## config.mk

```make
export PLATFORM = sky130hd
export DESIGN_NAME = fetch_seq
export DESIGN_NICKNAME = d
export VERILOG_FILES = /design/src/rtl/fetch_seq.sv
export SDC_FILE = /design/constraint.sdc
export NUM_CORES = 1
export LEC_CHECK = 0
export CORE_ASPECT_RATIO = 0.9
export CORE_MARGIN = 2
export CORE_UTILIZATION = 30
export CTS_CLUSTER_SIZE = 8
export DETAILED_ROUTE_END_ITERATION = 16
export PLACE_DENSITY = 0.57
export SYNTH_ARGS = -nofsm -noshare
export SYNTH_HDL_FRONTEND = slang
export SYNTH_SLANG_ARGS = --single-unit
```

## constraint.sdc

```tcl
create_clock -name clk -period 4.31 [get_ports clk]
set_clock_uncertainty 0.1 [all_clocks]
set_input_delay 0.862 -clock clk [delete_from_list [all_inputs] [get_ports clk]]
set_output_delay 0.862 -clock clk [all_outputs]
set_load 0.01 [all_outputs]
```

## src/rtl/fetch_seq.sv

```systemverilog
// Instruction fetch/next-PC sequencer: fetches a word, waits for the datapath
// to finish it, then selects the next PC or traps on a misaligned target.
module fetch_seq #(
  parameter logic [31:0] RESET_PC = 32'h0000_0000
) (
  input  logic        clk,
  input  logic        rst,
  output logic        imem_req,
  output logic [31:0] imem_addr,
  input  logic        imem_ack,
  input  logic [31:0] imem_rdata,
  output logic [31:0] instr,
  output logic        instr_valid,
  input  logic        exec_done,
  input  logic [1:0]  npc_op,
  input  logic        br_taken,
  input  logic [25:0] imm26,
  input  logic [31:0] addr32,
  input  logic        stall,
  output logic [31:0] pc,
  output logic        trap,
  output logic [31:0] retired
);

  typedef enum logic [1:0] {IDLE, FETCH, EXEC, TRAP} state_t;

  localparam logic [1:0] OP_PLUS4  = 2'b00;
  localparam logic [1:0] OP_BRANCH = 2'b01;
  localparam logic [1:0] OP_JIMM   = 2'b10;

  state_t      state;
  logic [31:0] pc_plus4;
  logic [31:0] br_offset;
  logic [31:0] next_pc;

  assign imem_req  = (state == FETCH);
  assign imem_addr = pc;
  assign pc_plus4  = pc + 32'd4;
  assign br_offset = {{14{imm26[15]}}, imm26[15:0], 2'b00};

  // NOTE: next_pc gets a value on every path (default first), so no latch is inferred.
  always_comb begin
    next_pc = addr32;
    case (npc_op)
      OP_PLUS4:  next_pc = pc_plus4;
      OP_BRANCH: next_pc = br_taken ? pc_plus4 + br_offset : pc_plus4;
      OP_JIMM:   next_pc = {pc_plus4[31:28], imm26, 2'b00};
      default:   next_pc = addr32;
    endcase
  end

  // NOTE: all state updates use non-blocking assignments so every register
  // sees the pre-edge values of the others.
  always_ff @(posedge clk or posedge rst) begin
    if (rst) begin
      state       <= IDLE;
      pc          <= RESET_PC;
      instr       <= 32'h0;
      instr_valid <= 1'b0;
      trap        <= 1'b0;
      retired     <= 32'h0;
    end else begin
      instr_valid <= 1'b0;
      case (state)
        IDLE: state <= FETCH;
        FETCH: begin
          if (imem_ack) begin
            instr       <= imem_rdata;
            instr_valid <= 1'b1;
            state       <= EXEC;
          end
        end
        EXEC: begin
          if (exec_done && !stall) begin
            if (next_pc[1:0] != 2'b00) begin
              trap  <= 1'b1;
              state <= TRAP;
            end else begin
              pc      <= next_pc;
              retired <= retired + 32'd1;
              state   <= FETCH;
            end
          end
        end
        TRAP:    state <= TRAP;
        default: state <= IDLE;
      endcase
    end
  end

endmodule

```

== After elaboration in Yosys (flattened, before gate mapping) ==
Cells that the tools add are included.

* Multiplexer cells: 8
* Bitwise logic cells: 1
* Equality and inequality tests: 7
* Reduce and logical (&&, ||, !) cells: 9
* $add $sub $neg: 3

{| class="wikitable"
|+ Operators by type and width
! cell !! number
|-
| $pmux 32 s3 || 1
|-
| $add 32x1->32 const B || 1
|-
| $add 32x3->32 const B || 1
|-
| $add 32x32->32 || 1
|-
| $mux 32 || 1
|-
| $pmux 2 s4 || 1
|-
| $eq 2x2->1 const B || 3
|-
| $mux 2 || 3
|-
| $reduce_and 3->1 || 2
|-
| $eq 2x1->1 const B || 2
|-
| $logic_not 2->1 || 2
|-
| $reduce_and 2->1 || 2
|-
| $mux 1 || 2
|-
| $ne 2x1->1 const B || 1
|-
| $ne 2x2->1 const B || 1
|-
| $reduce_bool 2->1 || 1
|-
| $logic_and 1x1->1 || 1
|-
| $logic_not 1->1 || 1
|-
| $not 1->1 || 1
|}

* Bits in registers: 100
* Output and inout bits: 131

== Depth between registers and ports, before layout ==
* Depth in word-level cells: 8
* Depth in mapped cells: 16
* Depth with buffers taken out: 15

== Least setup slack after synthesis ==
OpenSTA, ideal clock, no wires.

* Path type: reg2reg
* Start point: register pc[2], in the netlist imem_addr[2]
* End point: register pc[27], in the netlist imem_addr[27]
* Slack: 0.699 ns
* Period minus slack after synthesis: 3.611 ns
* Stages on the path, launching flop included: 17
* Data required time: 4.084 ns
* Library setup time: 0.126 ns
* Arrival time: 3.385 ns
* Cell sequence: dfrtp_1 -> ha_1 -> nand3_1 -> nor3_1 -> nand2_1 -> nor2_1 -> xor2_1 -> ha_1 -> buf_2 -> a21o_1 -> o21ba_2 -> o31a_1 -> o21ai_1 -> o21a_1 -> xor2_1 -> a22o_1 -> a221o_1

* Longest elaborated chain between the ends: 4

{| class="wikitable"
|+ Ends and longest elaborated chain
! what !! line !! text
|-
| start: declaration || 20 || <nowiki>output logic [31:0] pc,</nowiki>
|-
| start signal: assignment || 79 || <nowiki>pc <= next_pc;</nowiki>
|-
| $add 32x3->32 * || 38 || <nowiki>assign pc_plus4 = pc + 32'd4;</nowiki>
|-
| $add 32x32->32 || 46 || <nowiki>OP_BRANCH: next_pc = br_taken ? pc_plus4 + br_offset : pc_plus4;</nowiki>
|-
| $mux 32 || 46 ||
|-
| $pmux 32 s3 * || 44 || <nowiki>case (npc_op)</nowiki>
|}

Mark *: on every way between the ends. The rest lies on a longest branch, timed or not.
A chain may end at the register's enable or synchronous reset.

== Worst setup path in the final report ==
* Start point: register pc[2], in the netlist imem_addr[2]
* End point: register pc[29], in the netlist imem_addr[29]

Same word-level chain as after synthesis.

==> flow_metrics.py <==
metrics = {
    "status": {
        "status": "completed",
    },
    "pwr": {
        "power.ir.vdd_worst_mv": 0.183,
        "cellPowerDensity_mw_per_mm2": 380,
        "fin_total_pwr_mw": 3.81,
        "power.leakage_nw": 4.24,
    },
    "detailed_routing": {
        "route.detailed.drc": 0,
        "wirelength_um": 24500,
        "firstDrtPassIters": 7,
        "antenna_violating_nets_post_route": 0,
        "vias": 6824,
        "wl_per_cell_um": 18.7,
        "dr.first_iter.drc_count": 566,
        "drt-vias-per-instance": 5.21,
    },
    "yosys": {
        "syn-cell-area_mm2": 0.00733,
        "synth.distinct_cells": 71,
        "syn-num-nets": 945,
        "async_reset_ff_share_pct": 100,
        "avgSynthCellArea_um2": 9.01,
        "register_bit_count_reported_by_yosys": 100,
        "synth-seq-area-share_pct": 34.2,
        "synthesis.yosys.warnings": 0,
        "synth_edf_count": 0,
        "synth_top_flop_cell": "sky130_fd_sc_hd__dfrtp_1",
        "syn_inst": 813,
    },
    "global_routing": {
        "grt_first_pass_wirelength_um": 38800,
        "global_route.overflow_total": 0,
        "initial_antenna_violation_count": 0,
        "maximum_number_of_pins_on_one_net_before_global_route_repair": 83,
        "vias_in_the_first_global_route": 6544,
        "tot_gr_track_use_pct": 19.0,
    },
    "hold_path": {
        "hp-class": "reg -> reg",
        "min_from": "trap",
        "worstHoldPathCells": 1,
        "min_delay_worst_endpoint": "trap",
    },
    "layout": {
        "finish.instance_area_mm2": 0.0100,
        "synthToLayoutAreaGrowth_pct": 37.0,
        "fillerInstances": 2373,
        "finish.utilization_pct": 41.6,
        "layout.nets": 1129,
        "layout_commonest_cell": "sky130_fd_sc_hd__clkdlybuf4s50_1",
        "num_antenna_cells": 0,
        "share_of_layout_cells_above_drive_strength_1_pct": 10.3,
        "fin_cells": 1310,
        "layout_common_cells": "sky130_fd_sc_hd__clkdlybuf4s50_1, sky130_fd_sc_hd__dfrtp_1, sky130_fd_sc_hd__nand2_1",
    },
    "timing": {
        "max_clock_freq_mhz": 253,
        "grt_setup_unrepaired": "no",
        "finalCritPeriodShare_pct": 91.8,
        "slew_violations": 0,
        "hold_violations": 0,
        "min_period_ps": 3960,
        "final-setup-viol-count": 0,
        "max-slew-margin-rel_pct": 56.0,
        "aggregate_negative_setup_slack_ps": 0,
        "worst_pin_slew_ps": 660,
    },
    "die": {
        "num_rows": 54,
        "floorplan.core_area_mm2": 0.0241,
        "die-height_um": 152,
        "fp.dieArea_mm2": 0.0257,
        "initial_utilization_pct": 30.4,
        "die_w_um": 169,
        "io_pins": 229,
    },
    "clocking": {
        "max-clock-path-buffers": 2,
        "cts_sinks": 100,
        "cts_htree_levels": 3,
        "root_buffer": "sky130_fd_sc_hd__clkbuf_16",
        "clk-insertion-delay-late_ps": 350,
        "tritoncts_clock_tree": "built",
        "postCtsSetupBuffers": 0,
        "clk_transition_reported_paths_ps": 80,
        "numCtsBuffers": 9,
    },
    "critical_path": {
        "timing.rr.start": "imem_addr[2]",
        "reg2regPathDepth": 14,
        "end_kind": "register",
        "cp.arrival_ps": 4100,
        "critical_path_class": "reg -> reg",
        "critical_path_source_type": "register",
        "cells_traversed_along_the_worst_timing_path": "ha_1 > nand3_1 > nor3_1 > buf_4 > nand4_1 > xnor2_1 > ha_1 > a21oi_1 > o21ai_0 > a221oi_2 > a21bo_2 > o221ai_1 > mux2i_1 > nand2_1",
        "cp_data_required_time_ps": 4450,
        "timing.critical_path.max_delay_family": "compound AO/OA/AOI/OAI gates",
        "critical_path_buf_inv_count": 1,
        "critical_path.max_stage_delay_ps": 490,
        "critical_path.reg2reg.endpoint": "imem_addr[29]",
        "worstPathMaxFanout": 9,
        "timing.critical_path.slowest_stage_cell": "sky130_fd_sc_hd__dfrtp_1",
        "crit_top_cell": "sky130_fd_sc_hd__ha_1",
        "timing.reg2reg.setup_slack_ps": 350,
    },
    "place": {
        "post-place-cells": 1294,
        "gp_congestion": 0.916,
        "detailed_place_hpwl_um": 18500,
        "dpl_cell_area_mm2": 0.00974,
        "portBuffers": 228,
    },
    "job": {
        "max_cap_violations": 0,
    },
}
worst max-delay path by stage:
stage | from | end | slack (ps) | depth (start not counted)
CTS | imem_addr[2] | imem_addr[27] | 370 | 16
global placement | imm26[0] | imem_addr[30] | 250 | 12
detailed placement | imm26[0] | imem_addr[30] | 150 | 12
finish | imem_addr[2] | imem_addr[29] | 350 | 14
global route | imem_addr[2] | imem_addr[27] | 10 | 15
floorplan | imem_addr[2] | imem_addr[27] | 700 | 16
logic make-up after synthesis:
logic type | synth area share, %
and+or+nand+nor | 17.7
xor gates and xnor gates | 9.67
adders and majority gates | 5.91
AOI/OAI and AO/OA | 18.0
muxes | 8.33
DFF | 34.2
buffers and inverters | 6.27
flip-flops by register name (all words and copies together), names as in the netlist:
register / cells
instr_valid: 1
state: 2
imem_addr: 32
instr: 32
retired: 32
trap: 1
timing repair:
item / CTS / global route
hold endpoints to repair: 0 / 0
hold buffers: 0 / 0
resized for setup: 0 / 1
endpoints found under the setup margin: 0 / 1
per-layer routing:
layer / global-route usage (%) / vias to the layer above / wire length, um
met5: 0 / - / 0
met4: 3.98 / 0 / 272
met3: 2.91 / 15 / 1260
met2: 30.6 / 230 / 11500
met1: 27.0 / 3308 / 11500
li1: - / 3271 / -
where the power goes:
| group | total (mW) | switching, mW | internal, mW | leakage (nW) |
|---|---|---|---|---|
| Combinational | 1.71 | 0.822 | 0.885 | 2.80 |
| Sequential | 1.26 | 0.183 | 1.08 | 1.30 |
| Clock | 0.838 | 0.429 | 0.409 | 0.143 |
Yosys cell counts, types with 4 or more instances:
master | number | area [um^2]
sky130_fd_sc_hd__nand2_1 | 77 | 289
sky130_fd_sc_hd__xor2_1 | 31 | 272
sky130_fd_sc_hd__mux2_2 | 48 | 541
sky130_fd_sc_hd__buf_4 | 33 | 248
sky130_fd_sc_hd__buf_1 | 6 | 22.5
sky130_fd_sc_hd__and2_1 | 9 | 56.3
sky130_fd_sc_hd__clkbuf_1 | 27 | 101
sky130_fd_sc_hd__a21oi_1 | 45 | 225
sky130_fd_sc_hd__a211o_1 | 6 | 52.6
sky130_fd_sc_hd__o21ai_0 | 39 | 195
sky130_fd_sc_hd__dfrtp_1 | 100 | 2500
sky130_fd_sc_hd__nand3_1 | 21 | 105
sky130_fd_sc_hd__o221ai_1 | 6 | 52.6
sky130_fd_sc_hd__o21bai_1 | 5 | 37.5
sky130_fd_sc_hd__inv_1 | 14 | 52.6
sky130_fd_sc_hd__nand2b_1 | 7 | 43.8
sky130_fd_sc_hd__nand4_1 | 22 | 138
sky130_fd_sc_hd__a211oi_1 | 5 | 37.5
sky130_fd_sc_hd__o31ai_1 | 8 | 60.1
sky130_fd_sc_hd__a31oi_1 | 7 | 43.8
sky130_fd_sc_hd__and4_1 | 4 | 35.0
sky130_fd_sc_hd__nor2_1 | 64 | 240
sky130_fd_sc_hd__ha_1 | 33 | 413
sky130_fd_sc_hd__a21o_1 | 16 | 120
sky130_fd_sc_hd__a221oi_1 | 6 | 52.6
sky130_fd_sc_hd__o22ai_1 | 13 | 81.3
sky130_fd_sc_hd__nor3_1 | 17 | 85.1
sky130_fd_sc_hd__o211ai_1 | 9 | 67.6
sky130_fd_sc_hd__and3_1 | 11 | 68.8
sky130_fd_sc_hd__mux2i_1 | 7 | 70.1
sky130_fd_sc_hd__buf_2 | 6 | 30.0
sky130_fd_sc_hd__o21a_1 | 8 | 60.1
sky130_fd_sc_hd__xnor2_1 | 48 | 420
layout make-up:
cell class / instances / area (um^2) / share of cell area, %
Clock buffer: 9 / 225 / 2.24
Clock inverter: 7 / 68.8 / 0.686
Inverter: 14 / 55.1 / 0.549
Multi-Input combinational cell: 626 / 4370 / 43.6
Sequential cell: 100 / 2500 / 24.9
Tap cell: 308 / 385 / 3.84
Timing Repair Buffer: 246 / 2420 / 24.2
metrics by stage:
stage                     worst slack, ps  hold WS (ps)
after global placement                249           359
final                                 354           374
after detailed placement              150           357
after floorplan                       699           377
after global routing                 14.3           396
after CTS                             371           379
Power figures use the tool's default switching activity.
